## src/rtl/fht_row_butterfly.sv

```systemverilog
// fht_row_butterfly
//
// First-stage butterfly for the 8-point row transform of a 2-D FHT.
// Samples of a row are collected one per accepted strobe. Once x7 of a row
// is in, the four butterfly pairs (x[i]+x[i+4], x[i]-x[i+4]) are emitted on
// four consecutive cycles. Each pair is one bit wider than the input.
// Ingest never stalls: the next row keeps filling while the previous row drains.
//
// Ports:
//   clk        rising-edge clock
//   rstn       asynchronous active-low reset
//   din_valid  sample strobe, din accepted on every edge where it is high
//   din        signed N-bit sample
//   din_sof    start of frame (qualified by din_valid): din is x0 of row 0
//   out_valid  pair strobe
//   out_sum    signed N+1-bit x[i]+x[i+4]
//   out_diff   signed N+1-bit x[i]-x[i+4]
//   out_idx    pair index i (0..3)
//   out_row    row number of the draining row (0..7)
//   out_last   high with pair 3 of row 7 (end of frame)

module fht_row_butterfly #(
    parameter int N = 8
) (
    input  logic                clk,
    input  logic                rstn,
    input  logic                din_valid,
    input  logic [N-1:0]        din,
    input  logic                din_sof,
    output logic                out_valid,
    output logic signed [N:0]   out_sum,
    output logic signed [N:0]   out_diff,
    output logic [1:0]          out_idx,
    output logic [2:0]          out_row,
    output logic                out_last
);

    typedef enum logic {
        FILL  = 1'b0,
        DRAIN = 1'b1
    } state_t;

    state_t            state;
    logic [N-1:0]      bank [8];
    logic [2:0]        wr_idx;
    logic [2:0]        wr_row;
    logic [1:0]        rd_idx;
    logic [2:0]        drain_row;

    logic [2:0]        lo_addr;
    logic [2:0]        hi_addr;
    logic signed [N:0] op_lo;
    logic signed [N:0] op_hi;

    // Pair i reads bank[i] and bank[i+4]; both operands are sign-extended
    // by one bit so neither the sum nor the difference can overflow.
    assign lo_addr = {1'b0, rd_idx};
    assign hi_addr = {1'b1, rd_idx};
    assign op_lo   = {bank[lo_addr][N-1], bank[lo_addr]};
    assign op_hi   = {bank[hi_addr][N-1], bank[hi_addr]};

    // Sample bank. A start-of-frame sample always lands in slot 0. A write to
    // a slot being read on the same edge is harmless: the drain samples the
    // old register contents.
    always_ff @(posedge clk) begin
        if (din_valid) begin
            if (din_sof) begin
                bank[0] <= din;
            end else begin
                bank[wr_idx] <= din;
            end
        end
    end

    // Control and registered outputs. Row completion is evaluated after the
    // drain step so that it wins if both touch rd_idx/state on one edge.
    // The fill cadence prevents that case, but the ordering keeps it safe.
    always_ff @(posedge clk or negedge rstn) begin
        if (!rstn) begin
            state     <= FILL;
            wr_idx    <= 3'd0;
            wr_row    <= 3'd0;
            rd_idx    <= 2'd0;
            drain_row <= 3'd0;
            out_valid <= 1'b0;
            out_sum   <= '0;
            out_diff  <= '0;
            out_idx   <= 2'd0;
            out_row   <= 3'd0;
            out_last  <= 1'b0;
        end else begin
            out_valid <= 1'b0;

            if (state == DRAIN) begin
                out_valid <= 1'b1;
                out_sum   <= op_lo + op_hi;
                out_diff  <= op_lo - op_hi;
                out_idx   <= rd_idx;
                out_row   <= drain_row;
                out_last  <= (rd_idx == 2'd3) && (drain_row == 3'd7);
                rd_idx    <= rd_idx + 2'd1;
                if (rd_idx == 2'd3) begin
                    state <= FILL;
                end
            end

            if (din_valid) begin
                if (din_sof) begin
                    // Resync: any partial row is dropped, the frame restarts.
                    wr_idx <= 3'd1;
                    wr_row <= 3'd0;
                end else begin
                    wr_idx <= wr_idx + 3'd1;
                    if (wr_idx == 3'd7) begin
                        state     <= DRAIN;
                        rd_idx    <= 2'd0;
                        drain_row <= wr_row;
                        wr_row    <= wr_row + 3'd1;
                    end
                end
            end
        end
    end

endmodule

```

## config.mk

```make
export PLATFORM = sky130hd
export DESIGN_NAME = fht_row_butterfly
export DESIGN_NICKNAME = d
export VERILOG_FILES = /design/src/rtl/fht_row_butterfly.sv
export SDC_FILE = /design/constraint.sdc
export NUM_CORES = 1
export LEC_CHECK = 0
export CORE_MARGIN = 10
export CORE_UTILIZATION = 50
export DETAILED_ROUTE_END_ITERATION = 7
export GPL_TIMING_DRIVEN = 0
export PLACE_DENSITY = 0.78
export SETUP_SLACK_MARGIN = 0.3
export SLEW_MARGIN = 20
export SYNTH_ARGS = -nofsm -noshare
export SYNTH_HDL_FRONTEND = slang
export SYNTH_SLANG_ARGS = --single-unit
```

## constraint.sdc

```tcl
create_clock -name clk -period 3 [get_ports clk]
set_input_delay 0.75 -clock clk [delete_from_list [all_inputs] [get_ports clk]]
set_output_delay 0.75 -clock clk [all_outputs]
set_load 0.1 [all_outputs]
```

; Yosys cells after proc, flatten, opt, wreduce, memory -nomap -nowiden
; Memory sizes are Yosys's and may differ from the RTL's.
; Cells that the tools add are included.
[totals]
register_bits = 37
output_inout_bits = 25
mem_bits_rw = 64
word_cells = 48
memories = 1
[memory_table]
columns = name, words, width, rd, rd_ports_with_merged_regs, write_ports, line
row1 = bank, 8, 8, 2, 0, 1, 44  ; logic [N-1:0] bank [8];
[op_classes]
eq_ne = 3
n_bitwise = 1
muxes = 22
reduce_logical = 5
n_addsub = 5
[ops]
columns = cell, n
row1 = 2-to-1 mux 1 bit, 13
row2 = 2-to-1 mux 3 bit, 4
row3 = adder 8 x 8 -> 9 bit, 1
row4 = subtractor 8 x 8 -> 9 bit, 1
row5 = 2-to-1 mux 2 bit, 4
row6 = 2-to-1 mux 8 bit, 1
row7 = OR reduction 8 bit, 1
row8 = "adder 3 x 1 -> 3 bit, second input constant", 2
row9 = "== test 3 bit, second input constant", 2
row10 = AND reduction 3 bit, 1
row11 = "adder 2 x 1 -> 2 bit, second input constant", 1
row12 = "== test 2 bit, second input constant", 1
row13 = AND reduction 2 bit, 1
row14 = nonzero test 2 bit, 1
row15 = logical AND 1 bit, 1
row16 = inverter 1 bit, 1

; Depth between registers and ports, before layout
; Gate-level depths: netlist (run 1).
[logic_depth]
depth_word = 6
ltp_mapped = 10
depth_no_buf = 9

; Least setup slack after synthesis (run 1)
; OpenSTA, ideal clock, no wires.
[synth_timing]
path_type = register to register
start = register rd_idx[0]
end = register out_diff[5]
setup_ns = 0.120
t_arrival_ns = 2.563
stages_incl_launch_ff = 11
period_less_slack_ns = 2.683
slack_ns = 0.317
path_buffers = 3
path_cell_list = dfrtp_1 > buf_4 > buf_4 > mux4_2 > ha_1 > buf_6 > o21a_1 > o31ai_2 > a21oi_1 > or3_1 > a31o_1
[synth_between]
elab_chain_cells = 2
[synth_rtl]
columns = item, line
row1 = start: declaration, 47  ; logic [1:0] rd_idx;
row2 = start signal: assignment, 101  ; rd_idx <= rd_idx + 2'd1;
row3 = memory read (8 x 8 bit), --
row4 = subtractor 8 x 8 -> 9 bit, 97  ; out_diff <= op_lo - op_hi;
row5 = end signal: assignment, 97
row6 = end: declaration, 32  ; output logic signed [N:0] out_diff,
; No other way between the ends.
; A chain may end at the register's enable or synchronous reset.

; Final worst setup path (run 1)
[layout_timing]
start = register rd_idx[0]
end = register out_sum[7]
[layout_between]
elab_chain_cells = 2
[layout_rtl]
columns = item, line
row1 = memory read (8 x 8 bit), --
row2 = adder 8 x 8 -> 9 bit, 96  ; out_sum <= op_lo + op_hi;
row3 = end signal: assignment, 96
row4 = end: declaration, 31  ; output logic signed [N:0] out_sum,
; No other way between the ends.

==> results.py, run 1 <==
metrics = {
    "run_status": {
        "status": "finished clean",
    },
    "die": {
        "io_pins": 37,
        "die-area_mm2": 0.0132,
        "fp-row-count": 34,
        "start_util_pct": 51.5,
        "die_h_um": 115,
        "core_area_mm2": 0.00872,
        "die_w_um": 115,
    },
    "setup_path": {
        "critPathMaxFanout": 8,
        "crit_slowest_cell": "mux4_2",
        "path_cells": "buf_12 > buf_12 > mux4_2 > ha_4 > buf_6 > or2b_1 > o311ai_2 > a31oi_1 > xnor2_1 > mux2_4",
        "worstSetupPathType": "register to register",
        "arrival_ns": 2.93,
        "max_stage_delay_ns": 0.55,
        "critPathRequiredTime_ns": 3.25,
        "crit_path_end_kind": "register",
        "cp_common_cell": "buf_12",
        "startpoint_type": "register",
    },
    "routing": {
        "vias": 2614,
        "ant_nets": 0,
        "wire_per_inst_um": 17.8,
        "post_drt_via_cell_ratio": 5.46,
        "drt_wl_total_um": 8540,
        "drtPass1Iterations": 4,
        "drt_iter0_drc": 145,
        "drc": 0,
    },
    "cts": {
        "cts_max_level": 3,
        "clkSinkCount": 100,
        "cts.clk_slew.worst_paths_ns": 0.09,
        "numCtsBuffers": 9,
        "cts_root_buf": "clkbuf_8",
        "cts_tree": "done",
        "cts_buffer_depth": 2,
        "cts_hold_buf": 0,
        "clock_latency_ns": 0.36,
    },
    "placement": {
        "portBuffers": 35,
        "finalWeightedCongestion": 0.858,
        "hpwl_um": 5840,
    },
    "timing": {
        "rsz0062_at_grt": "true",
        "fin_worst_skew_ns": 0.0109,
        "setup_viol": 0,
        "period_needed_ns": 2.68,
        "worst_pin_slew_ns": 0.984,
        "min_period_over_period_pct": 89.4,
        "clock.fmax_mhz": 373,
        "timing_hold_violations_final": 0,
        "setup_tns_ns": 0,
        "maxSlewViolCount": 0,
        "maxSlewHeadroom_pct": 34.2,
    },
    "finish": {
        "area_delta_synth_final_pct": 21.6,
        "nNetsFinal": 400,
        "antennaDiodeCount": 0,
        "final_layout_size_suffix_gt1_share_pct": 26.4,
    },
    "grt": {
        "grt-ovfl-total": 0,
        "met2_usage_pct": 21.1,
        "grtUsageMet1_pct": 16.7,
        "antenna_found_initial": 0,
        "grt_pass1_vias": 2697,
        "grt_busiest_layer": "met2",
        "grt_usage_pct": 13.1,
        "grtUsageMet3_pct": 3.39,
        "grt_max_degree": 21,
        "grt_pass1_wl_um": 13600,
    },
    "synthesis": {
        "synthMuxAreaShare_pct": 11.5,
        "synth_area_leader_cell": "edfxtp_1",
        "synthTopCellsByCount": "64 x edfxtp_1, 36 x dfrtp_1, 21 x inv_1",
        "synth-async-reset-ratio_pct": 36.0,
        "seq_area_frac_synth_pct": 62.9,
        "synth_area_mm2": 0.00449,
        "synth_adder_area_share_pct": 6.46,
        "avgSynthCellArea_um2": 14.8,
        "synth_xor_area_share_pct": 1.56,
        "synth_compound_area_share_pct": 7.77,
        "yosys.cell_count.top_type": "edfxtp_1",
        "synth_ff_type": "edfxtp_1",
        "yosysTopAreaCellShare_pct": 42.8,
        "synth_cells": 304,
        "synth_edf_count": 64,
        "syn-num-nets": 338,
        "synth.distinct_cells": 49,
        "yosys_register_bits": 100,
        "ys_top_cells_by_area": "edfxtp_1 43%, dfrtp_1 20%, mux4_2 8.0%, ha_1 5.6%, mux2_2 3.3%",
        "yosys.area_share.simple_pct": 6.35,
        "synth_top_family_by_area": "multiplexers",
        "yosys_warnings": 0,
    },
    "run": {
        "cap_viol_max_count": 0,
    },
    "min_path": {
        "min_path_type": "input pin to asynchronous set/reset pin",
    },
}
-- final timing paths --
check | startpoint | endpoint | slack (ns) | cells past startpoint
max | rd_idx[0] | out_sum[7] | 0.32 | 10
min reg2reg | out_diff[4] | out_diff[4] | 0.49 | 1
min in group clk | out_diff[4] | out_diff[4] | 0.49 | 1
min | rstn | out_row[1] | 0.32 | 1
max reg2reg | rd_idx[0] | out_sum[7] | 0.32 | 10
max in group asynchronous | rstn | out_diff[4] | 2.25 | 2
-- per-layer routing --
metal | vias to the layer above | wire (um) | share of wire (%)
li1 | 1255 | - | -
met1 | 1290 | 3840 | 45
met2 | 53 | 4140 | 48
met3 | 16 | 375 | 4.4
met4 | 0 | 187 | 2.2
met5 | - | 0 | 0
-- what timing repair did --
action | in CTS | in global routing
resized for setup | 13 | 24
setup endpoints to repair | 13 | 7
buffers inserted | 4 | 11
pin swaps | 1 | 10
-- critical path: cells and delay by family, from the launching register on --
kind            cells  cell delay (ns)
xor+xnor            1             0.15
mux                 2             0.81
compound gates      2             0.28
flops               1             0.40
simple gates        1             0.25
fa+ha+maj           1             0.29
buf+inv             3             0.39
-- final cells by class --
type                            count  area [um2]
Clock buffer                       12         159
Timing Repair Buffer               51         484
Multi-Input combinational cell    169        1640
Clock inverter                      4        28.8
Inverter                           21        78.8
Fill cell                         642        3260
Sequential cell                   100        2820
Tap cell                          108         135
Buffer                             14         111
-- cells in the final DEF (no fill, tap or decap), types with 13 or more instances in the layout --
cell / instances
edfxtp_1: 64
inv_1: 17
clkdlybuf4s50_1: 33
buf_4: 17
nand2_1: 13
ha_1: 13
o21ai_0: 13
nor2_1: 14
mux4_2: 16
dfrtp_1: 36
a21oi_1: 15
-- flip-flops by register name (all words and copies together), names as in the netlist, 2 cells and up --
signal     cells
out_sum        9
out_row        3
wr_idx         3
out_idx        2
wr_row         3
bank          64
drain_row      3
rd_idx         2
out_diff       8
-- stage by stage --
stage	utilization, %	hold slack [ns]	cell area (um2)	worst slack, ns	instances
after CTS	60.6	0.312	5290	0.303	468
final	62.6	0.316	5460	0.319	479
after detailed placement	57.5	0.474	5020	-0.201	448
after floorplan	-	0.426	4490	0.317	304
after global routing	62.6	0.317	5460	0.240	479
after global placement	57.1	0.467	4980	-0.190	447
-- logic make-up (layout without fill, tap and decap cells) --
| kind of cell | after synthesis | count (layout) |
|---|---|---|
| and+or+nand+nor | 56 | 56 |
| DFF | 100 | 100 |
| adders and majority gates | 22 | 22 |
| xor gates and xnor gates | 8 | 8 |
| muxes | 30 | 30 |
| AOI/OAI and AO/OA | 53 | 53 |
| buffers and inverters | 35 | 102 |
Power of run 1 is left out: the tool's default activity adds up to more than one toggle a clock period on the data nets, which glitch-free logic cannot reach.
==> run 2: changes to the inputs <==
Settings changed: TNS_END_PERCENT set to 100.
==> results of run 2 <==
Final layout, timing and power as in run 1 (identical DEF).
Power of run 2 is left out for the same reason.
